## src/rtl/cpu_pkg.sv

```systemverilog
// Shared pipeline-control types: sequencer state encoding and stage indices
// for the stall/flush vectors.
package cpu_pkg;

    typedef enum logic [1:0] {
        ST_RUN,
        ST_MEM_WAIT,
        ST_ERR
    } mem_state_t;

    localparam int unsigned STG_F = 0;
    localparam int unsigned STG_D = 1;
    localparam int unsigned STG_E = 2;
    localparam int unsigned STG_M = 3;
    localparam int unsigned STG_W = 4;
    localparam int unsigned N_STG = 5;

endpackage

```

## src/rtl/hazard_det.sv

```systemverilog
// Load-use hazard detector: a load in EX whose destination feeds a source
// register of the valid instruction in ID.
module hazard_det (
    input  logic       e_valid,
    input  logic       e_is_load,
    input  logic [4:0] e_reg_d,
    input  logic       d_valid,
    input  logic [4:0] d_reg_s1,
    input  logic [4:0] d_reg_s2,
    output logic       load_use
);

    always_comb begin
        load_use = e_valid && e_is_load && (e_reg_d != 5'd0) && d_valid &&
                   ((e_reg_d == d_reg_s1) || (e_reg_d == d_reg_s2));
    end

endmodule

```

## src/rtl/pipe_ctrl.sv

```systemverilog
// Pipeline sequencer: per-stage stall/flush generation and MEM-stage bus
// access sequencing with a timeout into a sticky error state.
module pipe_ctrl
    import cpu_pkg::*;
#(
    parameter int TIMEOUT_W = 8,
    parameter int TIMEOUT   = 255
) (
    input  logic        CLK,
    input  logic        RST,
    input  logic        F_BUSY,
    input  logic        D_VALID,
    input  logic [4:0]  D_REG_S1,
    input  logic [4:0]  D_REG_S2,
    input  logic        E_VALID,
    input  logic        E_IS_LOAD,
    input  logic [4:0]  E_REG_D,
    input  logic        E_JMP_DO,
    input  logic        M_MEM_REQ,
    input  logic        MEM_DONE,
    output logic        STALL_F,
    output logic        STALL_D,
    output logic        STALL_E,
    output logic        STALL_M,
    output logic        STALL_W,
    output logic        FLUSH_D,
    output logic        FLUSH_E,
    output logic        MEM_ISSUE,
    output logic        BUS_ERR,
    output logic [31:0] STALL_CYCLES
);

    mem_state_t           state, state_next;
    logic [TIMEOUT_W-1:0] cnt, cnt_next;
    logic                 err_q;
    logic [31:0]          stall_cnt;
    logic [N_STG-1:0]     stall, flush;
    logic                 issue;
    logic                 load_use;

    hazard_det u_hazard (
        .e_valid   (E_VALID),
        .e_is_load (E_IS_LOAD),
        .e_reg_d   (E_REG_D),
        .d_valid   (D_VALID),
        .d_reg_s1  (D_REG_S1),
        .d_reg_s2  (D_REG_S2),
        .load_use  (load_use)
    );

    always_comb begin
        stall      = '0;
        flush      = '0;
        issue      = 1'b0;
        state_next = state;
        cnt_next   = cnt;
        if (RST) begin
            flush[STG_D] = 1'b1;
            flush[STG_E] = 1'b1;
        end else begin
            unique case (state)
                ST_RUN: begin
                    if (M_MEM_REQ) begin
                        stall      = '1;
                        issue      = 1'b1;
                        state_next = ST_MEM_WAIT;
                        cnt_next   = '0;
                    end else if (E_JMP_DO) begin
                        // wrong-path ID instruction: its hazard is irrelevant
                        flush[STG_D] = 1'b1;
                        flush[STG_E] = 1'b1;
                        stall[STG_F] = F_BUSY;
                    end else if (load_use) begin
                        stall[STG_F] = 1'b1;
                        stall[STG_D] = 1'b1;
                        flush[STG_E] = 1'b1;
                    end else if (F_BUSY) begin
                        stall[STG_F] = 1'b1;
                        flush[STG_D] = 1'b1;
                    end
                end
                ST_MEM_WAIT: begin
                    if (MEM_DONE) begin
                        state_next = ST_RUN;
                    end else begin
                        stall = '1;
                        if (cnt == TIMEOUT_W'(TIMEOUT - 1)) begin
                            state_next = ST_ERR;
                        end else begin
                            cnt_next = cnt + 1'b1;
                        end
                    end
                end
                ST_ERR: begin
                    stall = '1;
                end
                default: begin
                    state_next = ST_RUN;
                end
            endcase
        end
    end

    always_ff @(posedge CLK) begin
        if (RST) begin
            state     <= ST_RUN;
            cnt       <= '0;
            err_q     <= 1'b0;
            stall_cnt <= '0;
        end else begin
            state <= state_next;
            cnt   <= cnt_next;
            err_q <= err_q || (state_next == ST_ERR);
            if (stall[STG_M] && (stall_cnt != '1)) begin
                stall_cnt <= stall_cnt + 32'd1;
            end
        end
    end

    assign STALL_F      = stall[STG_F];
    assign STALL_D      = stall[STG_D];
    assign STALL_E      = stall[STG_E];
    assign STALL_M      = stall[STG_M];
    assign STALL_W      = stall[STG_W];
    assign FLUSH_D      = flush[STG_D];
    assign FLUSH_E      = flush[STG_E];
    assign MEM_ISSUE    = issue;
    assign BUS_ERR      = err_q;
    assign STALL_CYCLES = stall_cnt;

endmodule

```

## config.mk

```make
export PLATFORM = sky130hd
export DESIGN_NAME = pipe_ctrl
export DESIGN_NICKNAME = d
export VERILOG_FILES = /design/src/rtl/cpu_pkg.sv /design/src/rtl/hazard_det.sv /design/src/rtl/pipe_ctrl.sv
export SDC_FILE = /design/constraint.sdc
export NUM_CORES = 1
export LEC_CHECK = 0
export BUFFER_PORTS_ARGS = -buffer_cell sky130_fd_sc_hd__buf_2
export CAP_MARGIN = 10
export CORE_UTILIZATION = 37
export DETAILED_ROUTE_END_ITERATION = 12
export HOLD_SLACK_MARGIN = 0.12
export MAX_ROUTING_LAYER = met4
export PLACE_DENSITY = 0.7
export SLEW_MARGIN = 10
export SYNTH_ARGS = -nofsm -noshare
export SYNTH_HDL_FRONTEND = slang
export SYNTH_SLANG_ARGS = --single-unit
```

## constraint.sdc

```tcl
create_clock -name CLK -period 2.38 [get_ports CLK]
set_input_delay 0.119 -clock CLK [delete_from_list [all_inputs] [get_ports CLK]]
set_output_delay 0.119 -clock CLK [all_outputs]
set_load 0.005 [all_outputs]
```

==> flow_summary.ini <==
[finish]
area_delta_synth_final_pct = 21.4
diodes = 0
final_area_um2 = 3090
fin_cells = 444
drive_gt1_share_pct = 28.9
fin_nets = 393

[synth]
synth_fa_ha_area_share_pct = 1.47
yosys.area.top_type = dfxtp_1
async_reset_ff_share_pct = 0
synthSimpleGateAreaFrac_pct = 29.2
synthTopCellsByArea = dfxtp_1, nor2_1, xor2_1
ys.warnings.count = 0
synth.mux.area_fraction_pct = 2.06
postSynthRegisterBits = 43
netlist_area_um2 = 2550
yosysSeqAreaShare_pct = 33.8
ys_types = 56
synthXorXnorAreaFrac_pct = 8.94
synth_top_family_by_area = simple AND/OR/NAND/NOR gates
synth_edf_count = 0
synth_top_cells_by_count = dfxtp_1, nor2_1, a21oi_1, nand2_1, nand3_1
synth_compound_area_share_pct = 18.9
synth_cells = 294
yosysMostFrequentCell = dfxtp_1
ys.flop_type = dfxtp_1
synth_nets = 321
syn_avg_cell_area_um2 = 8.66
yosysTopAreaCellShare_pct = 33.8

[timing]
fin_tns_setup_ps = 0
min_period_ps = 2140
drv_slew = 0
timing_hold_violations_final = 0
finalSetupViolCount = 0
fmax_ghz = 0.467
timing.final.ws_setup_ps = 239
skew_ps = 4.29
slew_headroom_pct = 63.7
tightest_slew_ps = 544
period_share_pct = 90.0
rsz0062_at_grt = no

[die]
start_util_pct = 39.2
core_area_um2 = 6490
rows = 29
pin_count = 65
die_w_um = 85.0
die_h_um = 85.0
die-area_um2 = 7220

[setup_path]
startpoint = state[1]
criticalPathCategory = reg -> reg
worstSetupEndpointType = flip-flop
cp_data_arrival_time_ps = 2380
critPathMaxFanout = 12
reg2reg_from = state[1]
crit_required_ps = 2620
cp-start-kind = flip-flop

[detailed_routing]
routed_via_density = 5.50
dr.max_layer_used = met4
wl_met1_um = 2850
drc_errors = 0
routed_wl_um = 6170
wl_met3_um = 307
initialDrtViolationCount = 66
avgRoutedWirePerCell_um = 13.9
vias = 2440
final_antenna_net_count = 0
wl_met2_um = 2960
first_pass_iters = 4

[grt]
grt_max_degree = 24
antenna_found_initial = 0
grtUsageTotal_pct = 18.9
grt_overflow_total = 0
grt_pass1_wl_um = 10700
first_global_vias = 2284

[place]
place_area_um2 = 2960
detailed_place_hpwl_um = 4650
gp_congestion = 0.788
pre_cts_ws_ps = 235
dp.cells = 436
port_buffers = 64

[cts]
tritoncts = yes
cts_htree_levels = 2
cts_sinks = 43
cts_max_path_buffers = 2
postCtsSetupRepairBufs = 0
cts_root_buffer = clkbuf_8
numCtsBuffers = 5
path_clk_slew_ps = 80
clk_latency_ps = 310

[worst_hold_path]
hp-start = MEM_DONE
hp-class = in -> reg

[status]
status = complete, no violations

[power_and_ir_drop]
power_density_nw_per_um2 = 477
finalPower_mw = 1.48
vdd_ir_drop_max_uv = 275
p_leak_nw = 1.22

[run]
drv_cap = 0
## routing by layer
metal  vias to the layer above  GRT usage (%)
met5                         -              -
met4                         0           5.08
met3                         7           5.16
met2                        56           30.4
met1                      1136           23.2
li1                       1241              -
## cell usage in the layout, fill, tap and decap left out, drive strengths merged, types with 4 or more instances in the layout
master / instances
a21oi: 19
buf: 79
or4: 10
nand2: 17
or2: 4
nand3: 17
nor2: 35
o21ai: 8
nor4: 6
xnor2: 12
a211oi: 5
clkbuf: 6
inv: 7
nor3: 9
and2: 5
and3: 4
or3: 7
xor2: 14
dfxtp: 43
nand4: 11
o31ai: 8
## worst max-delay path: stages (launching register included)
cell and delay (ps):
dfxtp_1 330, or3b_4 440, a21oi_4 310, nand3_2 280, or4_1 560, a21oi_1 160
## report_power, final
part	switching (mW)	internal, mW
Combinational	0.0766	0.0622
Clock	0.268	0.340
Sequential	0.00533	0.723
## worst paths after layout
kind,endpoint,slack [ps],cells after the start
min,cnt[1],190,4
min reg2reg,BUS_ERR,460,1
max reg2reg,STALL_CYCLES[17],240,5
max,STALL_CYCLES[17],240,5
## kinds of logic (layout without fill, tap and decap cells)
logic type	after synthesis	in the layout
AO/OA/AOI/OAI	63	63
multiplexers	5	5
flip-flops	43	43
AND/OR/NAND/NOR	132	132
XOR/XNOR	26	26
buffers and inverters	22	95
adder cells (fa/ha/maj)	3	3
## stage by stage
stage,utilization [%],hold slack [ps]
2_1_floorplan,-,277
4_1_cts,47.4,181
3_5_place_dp,45.6,441
3_3_place_gp,45.6,437
5_1_grt,47.6,206
6_report,47.6,194
## sequential cells by signal, summed over array words and instances (netlist names)
signal        cells
cnt               8
STALL_CYCLES     32
state             2
BUS_ERR           1
## layout make-up
cell class	instances	area [µm²]
tap	77	96.3
clock buffer	6	82.6
sequential	43	861
inverter	8	30.0
fill	626	3400
clock inverter	2	35.0
multi-input combinational	229	1550
timing repair buffer	79	433
## what timing repair did
item | in CTS | in global routing
resized for setup | 0 | 1
hold buffers | 0 | 0
setup endpoints to repair | 0 | 2
Note: power is estimated with default switching activity, not from simulation.
